## config.mk

```make
export PLATFORM = sky130hd
export DESIGN_NAME = comma_frame_tx
export DESIGN_NICKNAME = d
export VERILOG_FILES = /design/src/rtl/comma_pkg.sv /design/src/rtl/comma_bit_counter.sv /design/src/rtl/comma_frame_tx.sv
export SDC_FILE = /design/constraint.sdc
export NUM_CORES = 1
export LEC_CHECK = 0
export CAP_MARGIN = 25
export CORE_MARGIN = 2
export CORE_UTILIZATION = 25
export CTS_BUF_LIST = sky130_fd_sc_hd__clkbuf_4 sky130_fd_sc_hd__clkbuf_8
export DETAILED_ROUTE_END_ITERATION = 8
export GPL_TIMING_DRIVEN = 1
export SLEW_MARGIN = 20
export SYNTH_ARGS = -nofsm -noshare
export SYNTH_HDL_FRONTEND = slang
export SYNTH_SLANG_ARGS = --single-unit
```

## constraint.sdc

```tcl
create_clock -name trigger -period 2.05 [get_ports trigger]
set_input_delay 0.41 -clock trigger [delete_from_list [all_inputs] [get_ports trigger]]
set_output_delay 0.41 -clock trigger [all_outputs]
set_load 0.03 [all_outputs]
```

## src/rtl/comma_pkg.sv

```systemverilog
// Shared framing constants and state encodings for the comma transmitter and
// the matching receive-side comma detector.
package comma_pkg;

  localparam logic [2:0] COMMA_PAT   = 3'b101;
  localparam int         COMMA_LEN   = 3;
  localparam logic       COMMA_FIRST = COMMA_PAT[2];

  typedef enum logic [1:0] {
    IDLE   = 2'd0,
    COMMA  = 2'd1,
    DATA   = 2'd2,
    PARITY = 2'd3
  } state_t;

endpackage

```

## src/rtl/comma_bit_counter.sv

```systemverilog
// Loadable up-counter with a terminal-count flag; the terminal value is supplied
// per phase by the owner so one counter serves both the comma and data phases.
module comma_bit_counter #(
  parameter int count_size = 5
) (
  input  logic                  clk,
  input  logic                  reset_n,
  input  logic                  load,
  input  logic [count_size-1:0] load_value,
  input  logic                  enable,
  input  logic [count_size-1:0] last,
  output logic [count_size-1:0] count,
  output logic                  tc
);

  always_ff @(posedge clk) begin
    if (!reset_n) begin
      count <= '0;
    end else if (load) begin
      count <= load_value;
    end else if (enable) begin
      count <= count + 1'b1;
    end
  end

  assign tc = (count == last);

endmodule

```

## src/rtl/comma_frame_tx.sv

```systemverilog
// Serial frame transmitter: comma 1,0,1 then payload MSB first, then done pulse.
// Define COMMA_FRAME_TX_PARITY_EN to append an even-parity bit after the payload.
//
//   state  | meaning
//   IDLE   | line low, waiting for load
//   COMMA  | sending the 3-bit comma pattern
//   DATA   | sending the captured payload, MSB first
//   PARITY | sending the even-parity bit (parity builds only)
module comma_frame_tx
  import comma_pkg::*;
#(
  parameter int word_size  = 16,
  parameter int count_size = 5
) (
  input  logic                 trigger,
  input  logic                 reset_n,
  input  logic [word_size-1:0] word_in,
  input  logic                 load,
  output logic                 busy,
  output logic                 serial_out,
  output logic                 done
);

  state_t                state;
  logic [word_size-1:0]  shreg;
  logic [count_size-1:0] cnt;
  logic [count_size-1:0] cnt_last;
  logic                  cnt_tc;
  logic                  cnt_clear;
  logic                  cnt_en;
  logic                  comma_next;
`ifdef COMMA_FRAME_TX_PARITY_EN
  logic                  parity_bit;
`endif

  assign busy = (state != IDLE);

  always_comb begin
    cnt_last  = count_size'(word_size - 1);
    cnt_clear = 1'b0;
    cnt_en    = 1'b0;
    if (state == COMMA) cnt_last = count_size'(COMMA_LEN - 1);
    if (state == IDLE) begin
      cnt_clear = load;
    end else if (state == COMMA || state == DATA) begin
      cnt_clear = cnt_tc;
      cnt_en    = !cnt_tc;
    end
  end

  // Comma bit to present next, given the index currently on the line.
  always_comb begin
    case (cnt)
      count_size'(0): comma_next = COMMA_PAT[1];
      count_size'(1): comma_next = COMMA_PAT[0];
      default:        comma_next = COMMA_PAT[2];
    endcase
  end

  comma_bit_counter #(.count_size(count_size)) u_counter (
    .clk        (trigger),
    .reset_n    (reset_n),
    .load       (cnt_clear),
    .load_value ('0),
    .enable     (cnt_en),
    .last       (cnt_last),
    .count      (cnt),
    .tc         (cnt_tc)
  );

  always_ff @(posedge trigger) begin
    if (!reset_n) begin
      state      <= IDLE;
      shreg      <= '0;
      serial_out <= 1'b0;
      done       <= 1'b0;
`ifdef COMMA_FRAME_TX_PARITY_EN
      parity_bit <= 1'b0;
`endif
    end else begin
      done <= 1'b0;
      case (state)
        IDLE: begin
          serial_out <= 1'b0;
          if (load) begin
            shreg      <= word_in;
            state      <= COMMA;
            serial_out <= COMMA_FIRST;
`ifdef COMMA_FRAME_TX_PARITY_EN
            parity_bit <= ^word_in;
`endif
          end
        end
        COMMA: begin
          if (cnt_tc) begin
            state      <= DATA;
            serial_out <= shreg[word_size-1];
            shreg      <= {shreg[word_size-2:0], 1'b0};
          end else begin
            serial_out <= comma_next;
          end
        end
        DATA: begin
          if (cnt_tc) begin
`ifdef COMMA_FRAME_TX_PARITY_EN
            state      <= PARITY;
            serial_out <= parity_bit;
`else
            state      <= IDLE;
            serial_out <= 1'b0;
            done       <= 1'b1;
`endif
          end else begin
            serial_out <= shreg[word_size-1];
            shreg      <= {shreg[word_size-2:0], 1'b0};
          end
        end
`ifdef COMMA_FRAME_TX_PARITY_EN
        PARITY: begin
          state      <= IDLE;
          serial_out <= 1'b0;
          done       <= 1'b1;
        end
`endif
        default: begin
          state      <= IDLE;
          serial_out <= 1'b0;
        end
      endcase
    end
  end

endmodule
```

==> impl_metrics.ini, run 1 <==
[route]
wl_met2_mm = 1.213
wirelength_mm = 2.687
top_layer_used = met4
drtPass1Iterations = 4
dr_wl_met3_um = 124
ant_nets = 0
drcViolationCount = 0
num_vias = 1079
routed_via_density = 4.333
wl_met1_mm = 1.318
drt_iter0_drc = 32
wire_per_inst_um = 10.79

[timing]
final_max_slew_viol_count = 0
period_minus_slack_ps = 1914
grt_setup_unrepaired = false
fin_setup_tns_ps = 0
hold_viol = 0
finalClockSkew_ps = 7.810
max_freq_mhz = 522.6
period_share = 0.9335
finalSetupViolCount = 0
slew_headroom = 0.6698
worst_pin_slew_ps = 488.4

[clocking]
clock_latency_ps = 280
clockBufferDepth = 2
cts_hold_buf = 0
cts_tree = yes
cts-htree-levels = 1
cts_resized = 1
cts_sinks = 25
ctsRootBufferMaster = clkbuf_8
post_cts_buffers = 0
cts.reportedPaths.clkPinSlew_ps = 100
cts_buffers = 3

[die]
die_area_um2 = 6157
coreArea_um2 = 5439
rows = 27
ios = 22
die_w_um = 78.47
initial_core_util = 0.2549
die_h_um = 78.47

[critical_path]
cp_num_buf_inv = 3
arrival_ps = 1500
critPathRequiredTime_ps = 1640
crit_path_end_kind = output pin
cp-start-kind = register
rrSetupSlack_ps = 170
crit_chain = inv_1 -> ha_1 -> inv_1 -> dlygate4sd2_1
r2r-start = state[1]$_SDFFE_PN0P_
critPathKind = register to output pin
crit_family = buffers and inverters
cp_common_cell = inv_1
r2r_cells = 7
worstReg2RegEnd = shreg[9]$_SDFFE_PN0P_
max_stage_delay_ps = 390
cp_max_fo = 7
slowest_stage = dfxtp_1

[hold_path]
hold_start = shreg[10]$_SDFFE_PN0P_
hold_end = shreg[10]$_SDFFE_PN0P_
hold_path_class = register to register
hold-path-cell-count = 2

[logic_synthesis]
yosys_warnings = 0
syn_area_um2 = 1386
ys_seq_area_frac = 0.3610
ys_top_cells_by_area = dfxtp_1 36%, mux2i_1 12%, mux2_2 12%
avgSynthCellArea_um2 = 8.944
synth_top_area_cell = dfxtp_1
ys_ff_latch = 25
synth_top_area_frac = 0.3610
synth_cell_types = 32
syn_nets = 180
synth_cells = 155

[final_layout]
final.fill_count = 568
area_delta_synth_final_pct = 25.90
final_cell_mix = 36 x nand2_1, 25 x dfxtp_1, 20 x clkdlybuf4s50_1
drive_gt1_frac = 0.1582
layout_commonest_cell = nand2_1
fin_cells = 249
diodes = 0
fin_nets = 203

[placed_design]
placedCellCount = 245
dp_hpwl_mm = 1.893
gp_congestion = 0.8270
port_buffers = 21

[power]
p_sw_frac = 0.3423
internal_power_mw = 1.165
power_density_nw_per_um2 = 1015
pwr-share-comb = 0.444
p_leak_nw = 0.7097
clockPowerShare = 0.181
p_sw_mw = 0.6063
ir_drop_uv = 508.4
p_seq_frac = 0.375

[outcome]
status = finished clean

[flow_run]
cap_violations = 0

[grt]
grt_overflow = 0
grt_pass1_vias = 1037
grt_max_degree = 36
grt.total_usage = 0.09440
antenna_found_initial = 0
grt_pass1_wl_mm = 4.712
==> synth_stat cells <==
library cell / instances
a211o_1: 1
a211oi_1: 2
a21oi_1: 5
a221o_1: 1
a311oi_1: 1
a32oi_1: 1
and3_1: 1
and4b_4: 1
buf_1: 2
buf_2: 2
buf_6: 2
clkbuf_1: 4
dfxtp_1: 25
ha_1: 6
inv_1: 8
mux2_2: 15
mux2i_1: 17
nand2_1: 36
nand2b_1: 1
nand3b_1: 1
nand4_1: 2
nor2_1: 4
nor2b_1: 2
nor3_1: 1
nor4b_1: 1
o211ai_1: 2
o21a_1: 1
o21ai_0: 4
o31ai_1: 1
or3_1: 3
or4b_2: 1
xnor2_1: 1
==> area by class of cell <==
type	count	area, um^2	share of cell area
Clock buffer	3	41.29	0.02366
Clock inverter	1	8.758	0.005018
Inverter	8	30.03	0.01720
Multi-Input combinational cell	112	800.8	0.4588
Sequential cell	25	500.5	0.2867
Tap cell	72	90.09	0.05161
Timing Repair Buffer	28	274.0	0.1570
==> registers in the layout, indices dropped and copies added, names as in the netlist <==
register and flops:
state 2, serial_out 1, u_counter.count 5, done 1, shreg 16
==> kinds of logic (layout without fill, tap and decap cells) <==
kind of cell | Yosys count | count (layout) | share of synthesized area
buffers and inverters | 18 | 40 | 0.06137
muxes | 32 | 32 | 0.2446
DFF | 25 | 25 | 0.3610
and+or+nand+nor | 54 | 54 | 0.1814
xor gates and xnor gates | 1 | 1 | 0.006319
adders and majority gates | 6 | 6 | 0.05415
AOI/OAI and AO/OA | 19 | 19 | 0.09115
==> stage by stage <==
step | instance area, um^2 | hold slack, ps | power, mW | setup WS, ps | util
floorplan | 1386 | 434.6 | 1.286 | 238.9 | -
global placement | 1697 | 441.3 | 1.466 | 181.6 | 0.3119
detailed placement | 1697 | 450.5 | 1.476 | 167.0 | 0.3119
CTS | 1745 | 466.4 | 1.795 | 114.4 | 0.3209
global route | 1745 | 484.4 | 1.906 | 4.613 | 0.3209
finish | 1745 | 463.9 | 1.771 | 136.4 | 0.3209
==> tightest hold or removal path, stage by stage, from the launching register on <==
cell and delay, ps:
dfxtp_1 320, nand2_1 50, mux2i_1 60
==> power by group through the flow <==
stage | sequential, mW | clock (mW) | combinational [mW]
floorplan | 0.665 | 0 | 0.621
global placement | 0.675 | 0 | 0.791
detailed placement | 0.674 | 0 | 0.802
CTS | 0.664 | 0.334 | 0.797
global route | 0.680 | 0.356 | 0.870
finish | 0.664 | 0.321 | 0.787
==> per-layer routing <==
metal | up-vias | global-route usage
li1 | 574 | -
met1 | 479 | 0.1215
met2 | 22 | 0.1500
met3 | 4 | 0.02874
met4 | 0 | 0.03158
met5 | - | 0
==> worst max-delay path by stage <==
stage                                                  to  cells past startpoint             startpoint
after detailed placement                             busy                      4  state[0]$_SDFFE_PN0P_
after CTS                                            busy                      4  state[0]$_SDFFE_PN0P_
after global placement                               busy                      4  state[0]$_SDFFE_PN0P_
after floorplan           u_counter.count[3]$_SDFFE_PP0P_                      8  state[0]$_SDFFE_PN0P_
final                                                busy                      4  state[0]$_SDFFE_PN0P_
after global routing                                 busy                      4  state[0]$_SDFFE_PN0P_
No activity file was read; power rests on OpenSTA's default activity.
==> run 2: changes to the inputs <==
SETUP_SLACK_MARGIN = 0.3   (was default)
SKIP_CTS_REPAIR_TIMING = 1   (was default)
==> impl_metrics.ini, run 2 (synthesized netlist as in run 1, its figures left out) <==
[outcome]
status = finished clean

[critical_path]
crit_path_end_kind = register
slowest_stage = a221o_2
rrSetupSlack_ps = 230
arrival_ps = 2030
crit_chain = inv_4 -> ha_4 -> and4b_4 -> o21a_1 -> buf_6 -> a221o_2 -> a211oi_2
r2r-start = state[1]$_SDFFE_PN0P_
max_stage_delay_ps = 420
r2r_cells = 7
cp_max_fo = 5
cp-start-kind = register
critPathKind = register to register
worstReg2RegEnd = u_counter.count[1]$_SDFFE_PP0P_
critPathRequiredTime_ps = 2260

[timing]
finalSetupViolCount = 0
fin_setup_tns_ps = 0
finalClockSkew_ps = 2.192
period_share = 0.8860
slew_headroom = 0.7685
max_freq_mhz = 550.6
final_max_slew_viol_count = 0
period_minus_slack_ps = 1816
worst_pin_slew_ps = 343.6
hold_viol = 0
grt_setup_unrepaired = true

[final_layout]
final_cell_mix = 36 x nand2_1, 23 x dfxtp_1, 20 x clkdlybuf4s50_1
top_regs = shreg (16), u_counter.count (5), state (2)
diodes = 0
finalCoreUtilization = 0.3386
regMostFlops = shreg
largest_register_ffs = 16
final.fill_count = 573
area_delta_synth_final_pct = 32.85
fin_area_um2 = 1842
layout_commonest_cell = nand2_1
fin_nets = 207
drive_gt1_frac = 0.2376

[grt]
use_met2 = 0.1672
grt_pass1_vias = 1062
grt_overflow = 0
grt_use_met3 = 0.02529
busiest_layer = met2
grt_max_degree = 36
grt_util_met1 = 0.1158
grt.total_usage = 0.09556
antenna_found_initial = 0
grt_pass1_wl_mm = 4.754

[power]
ir_drop_uv = 437.6
p_leak_nw = 0.7565
power_density_nw_per_um2 = 1000
finalPower_mw = 1.842

[clocking]
cts_sinks = 25
ctsRootBufferMaster = clkbuf_8
cts_tree = yes
cts_buffers = 3
cts.reportedPaths.clkPinSlew_ps = 100
clockBufferDepth = 2
cts-htree-levels = 1
clock_latency_ps = 280

[route]
num_vias = 1175
drtPass1Iterations = 4
wire_per_inst_um = 11.47
drt_iter0_drc = 40
wirelength_mm = 2.903
routed_via_density = 4.644
ant_nets = 0
drcViolationCount = 0

[die]
coreArea_um2 = 5439
die_h_um = 78.47
die_area_um2 = 6157
ios = 22
die_w_um = 78.47
rows = 27
initial_core_util = 0.2549

[hold_path]
hold_end = shreg[9]$_SDFFE_PN0P_
hold_start = shreg[9]$_SDFFE_PN0P_
hold_path_class = register to register
hold-path-cell-count = 2

[placed_design]
port_buffers = 21
dp_hpwl_mm = 1.912
gp_congestion = 0.8162
place_area_um2 = 1703

[flow_run]
cap_violations = 0
## run 2: changes by cell type in the layout (fill, tap and decap cells not counted), moves of 2 or more
cell / previous run / this run
buf_4: 6 / 8
dfxtp_1: 25 / 23
a21oi_1: 5 / 3
a21oi_2: 0 / 2
## run 2: worst max-delay path by stage
stage	startpoint	endpoint	slack, ps	cells past startpoint
after floorplan	state[1]$_SDFFE_PN0P_	shreg[10]$_SDFFE_PN0P_	320	8
after global placement	state[1]$_SDFFE_PN0P_	u_counter.count[4]$_SDFFE_PP0P_	200	7
after detailed placement	load	shreg[6]$_SDFFE_PN0P_	200	6
after CTS	state[0]$_SDFFE_PN0P_	busy	-50	4
after global routing	state[1]$_SDFFE_PN0P_	u_counter.count[1]$_SDFFE_PP0P_	180	7
final	state[1]$_SDFFE_PN0P_	u_counter.count[1]$_SDFFE_PP0P_	230	7
## run 2: final cells by class
type,instances,area [um^2],area share
Sequential cell,25,505.5,0.2745
Inverter,8,32.53,0.01766
Clock inverter,1,8.758,0.004755
Clock buffer,3,41.29,0.02242
Timing Repair Buffer,32,309.0,0.1678
Tap cell,72,90.09,0.04891
Multi-Input combinational cell,112,854.6,0.4640
## run 2: layer usage
metal | vias up | part of all wire
met4 | 0 | 0.015
met3 | 6 | 0.043
met5 | - | 0
li1 | 585 | -
met1 | 548 | 0.44
met2 | 36 | 0.50
## run 2: report_power, final
part,switching (mW),total (mW),internal [mW]
logic,0.379,0.844,0.465
registers,0.0695,0.672,0.602
clock network,0.183,0.326,0.143
## run 2: stage by stage
stage               cells  worst slack (ps)  hold WS (ps)
floorplan             155             323.4         434.6
global placement      244             204.1         440.6
detailed placement    244             196.9         454.9
CTS                   248            -47.48         470.3
global route          253             176.8         483.9
finish                253             233.7         465.1
## run 2: worst max-delay path, delay by kind of cell (launching register included)
kind | cells | cell delay [ps]
AND/OR/NAND/NOR | 1 | 210
adder cells (fa/ha/maj) | 1 | 150
AO/OA/AOI/OAI | 3 | 820
flip-flops | 1 | 370
buffers and inverters | 2 | 200
==> edit (config.mk and constraints of run 2) <==
Add a define of `COMMA_FRAME_TX_PARITY_EN`.
--- a/src/rtl/comma_frame_tx.sv
+++ b/src/rtl/comma_frame_tx.sv
@@ -7,4 +7,6 @@
 //   DATA   | sending the captured payload, MSB first
 //   PARITY | sending the even-parity bit (parity builds only)
+`define COMMA_FRAME_TX_PARITY_EN
+
 module comma_frame_tx
   import comma_pkg::*;
Formal check against the unedited RTL: no difference found for any inputs over 10 cycles, from zero or initial values and one cycle with reset_n low; that may be too few to reach the edited logic, so the function may still have changed.
==> edit against run 2 <==
Critical path depth unchanged; combinational power increased by 81%; area after synthesis up 8.9%; largest cell class unchanged; sequential share of layout area is 1.4 points lower; total power increased by 50%; count of clock-buffer cells in the layout unchanged; first-iteration DRC count is 45% lower; setup slack worse by 17 ps; sequential cell count increased by 1; design area is 9.9% higher; wire length up 3.0%; largest power group unchanged; die area is 8.5% higher; critical endpoint is now shreg[0]; global-route usage fell by 0.25 points; clock power increased by 33%.
==> edit: results (changes against run 2) <==
outcome = completed
antenna violations before repair = 0 (unchanged)
GRT Util Overall = 0.0930 (-0.00253)
Clock transition at path regs = 100 ps (about the same)
WS Path Type = flop to flop
top post-synthesis cells by count = 26 x dfxtp_1, 18 x nor2b_1, 16 x mux2_2, 16 x mux2i_1, 16 x xnor2_1
ant diodes = 0 (unchanged)
Clock Tree Buf Depth = 2 (unchanged)
Hold Path Depth = 2 (unchanged)
ys async rst share = 0 (unchanged)
biggest regs = shreg (16), u_counter.count (5), state (2)
Routability Congestion = 0.811 (-0.61%)
nets@finish = 208 (+0.48%)
Synth Net Count = 177 (-1.7%)
reg2reg start = state[1]
R2R depth = 7 (unchanged)
CTS root buf = clkbuf_8
worst-margin pin slew = 315 ps (-28.8 ps)
largest net degree at the start of global routing = 17 (-53%)
Starting DRT DRC Count = 22 (-45%)
Critical Path AT = 2040 ps
largest fanout on the critical path = 5 (unchanged)
Peak supply drop = 620 uV (+42%)
max cap viols = 0 (unchanged)
total CTS buffers = 3 (unchanged)
Port Buffers = 21 (unchanged)
hpwl dp = 2.15 mm (+12%)
register area share after synthesis = 0.345 (-0.0164)
share of layout cells above drive strength 1 = 0.236 (-0.00131)
Hold Path Class = flop to flop
Unique masters post-synth = 34 (+6.3%)
synth top area cells = dfxtp_1 34%, mux2_2 12%, mux2i_1 11%
yosys warns = 0 (unchanged)
Leakage = 0.796 nW (+5.2%)
Skew-Pair Late Insertion Delay = 270 ps
first-pass GRT wire length = 4.75 mm (-0.15%)
WL per Instance = 11.6 um (+1.4%)
Final Skew = 5.81 ps (+3.62 ps)
Max H-tree Level = 1 (unchanged)
DR vias/cell = 4.34 (-6.6%)
drt pass-1 iters = 4 (unchanged)
flop2flop setup slack = 220 ps (-20 ps)
reg-to-reg critical path endpoint = shreg[0]
number of global-route vias before repair = 1020 (-4.0%)
[edit: kinds of logic after synthesis]
kind of cell,after synthesis,synth area share
and+or+nand+nor,44,0.172
muxes,32,0.225
DFF,26,0.345
xor gates and xnor gates,19,0.110
AOI/OAI and AO/OA,14,0.0630
buffers and inverters,11,0.0356
adders and majority gates,6,0.0497
[edit: worst min-delay path by stage]
stage               startpoint  endpoint  slack (ps)
CTS                   shreg[0]  shreg[0]         480
floorplan             shreg[0]  shreg[0]         430
global route          shreg[0]  shreg[0]         490
global placement      shreg[0]  shreg[0]         450
detailed placement    shreg[0]  shreg[0]         460
finish                shreg[0]  shreg[0]         480
[edit: final cells by class]
class	count	area [um2]
clock inverter	1	30.0
inverter	5	21.3
multi-input combinational	115	1000
tap	75	93.8
clock buffer	3	41.3
timing repair buffer	32	308
sequential	26	528
fill	618	3860
[edit: worst max-delay path: stages, from the launching register on]
cell and delay [ps]:
dfxtp_4 370, inv_4 60, ha_4 150, and4b_1 220, o21a_1 180, a211o_1 310
or3b_1 360, a21boi_1 130
[edit: per-stage QoR]
stage	setup WS [ps]	hold WS (ps)	instance area (um2)	instances	TNS, ps
after detailed placement	72.7	459	1860	249	0
after floorplan	194	432	1530	152	0
after global placement	112	450	1860	249	0
after global routing	127	493	2020	257	0
final	217	476	2020	257	0
after CTS	-106	476	1930	253	-106
[edit: per-layer routing]
layer  routed length [um]  GRT usage
met5                    0          0
met4                   29     0.0317
met3                   99     0.0264
met2                 1470      0.153
met1                 1390      0.116
[edit: where the power goes]
part	switching [mW]	internal, mW
Combinational	0.693	0.837
Clock	0.170	0.261
Sequential	0.102	0.693
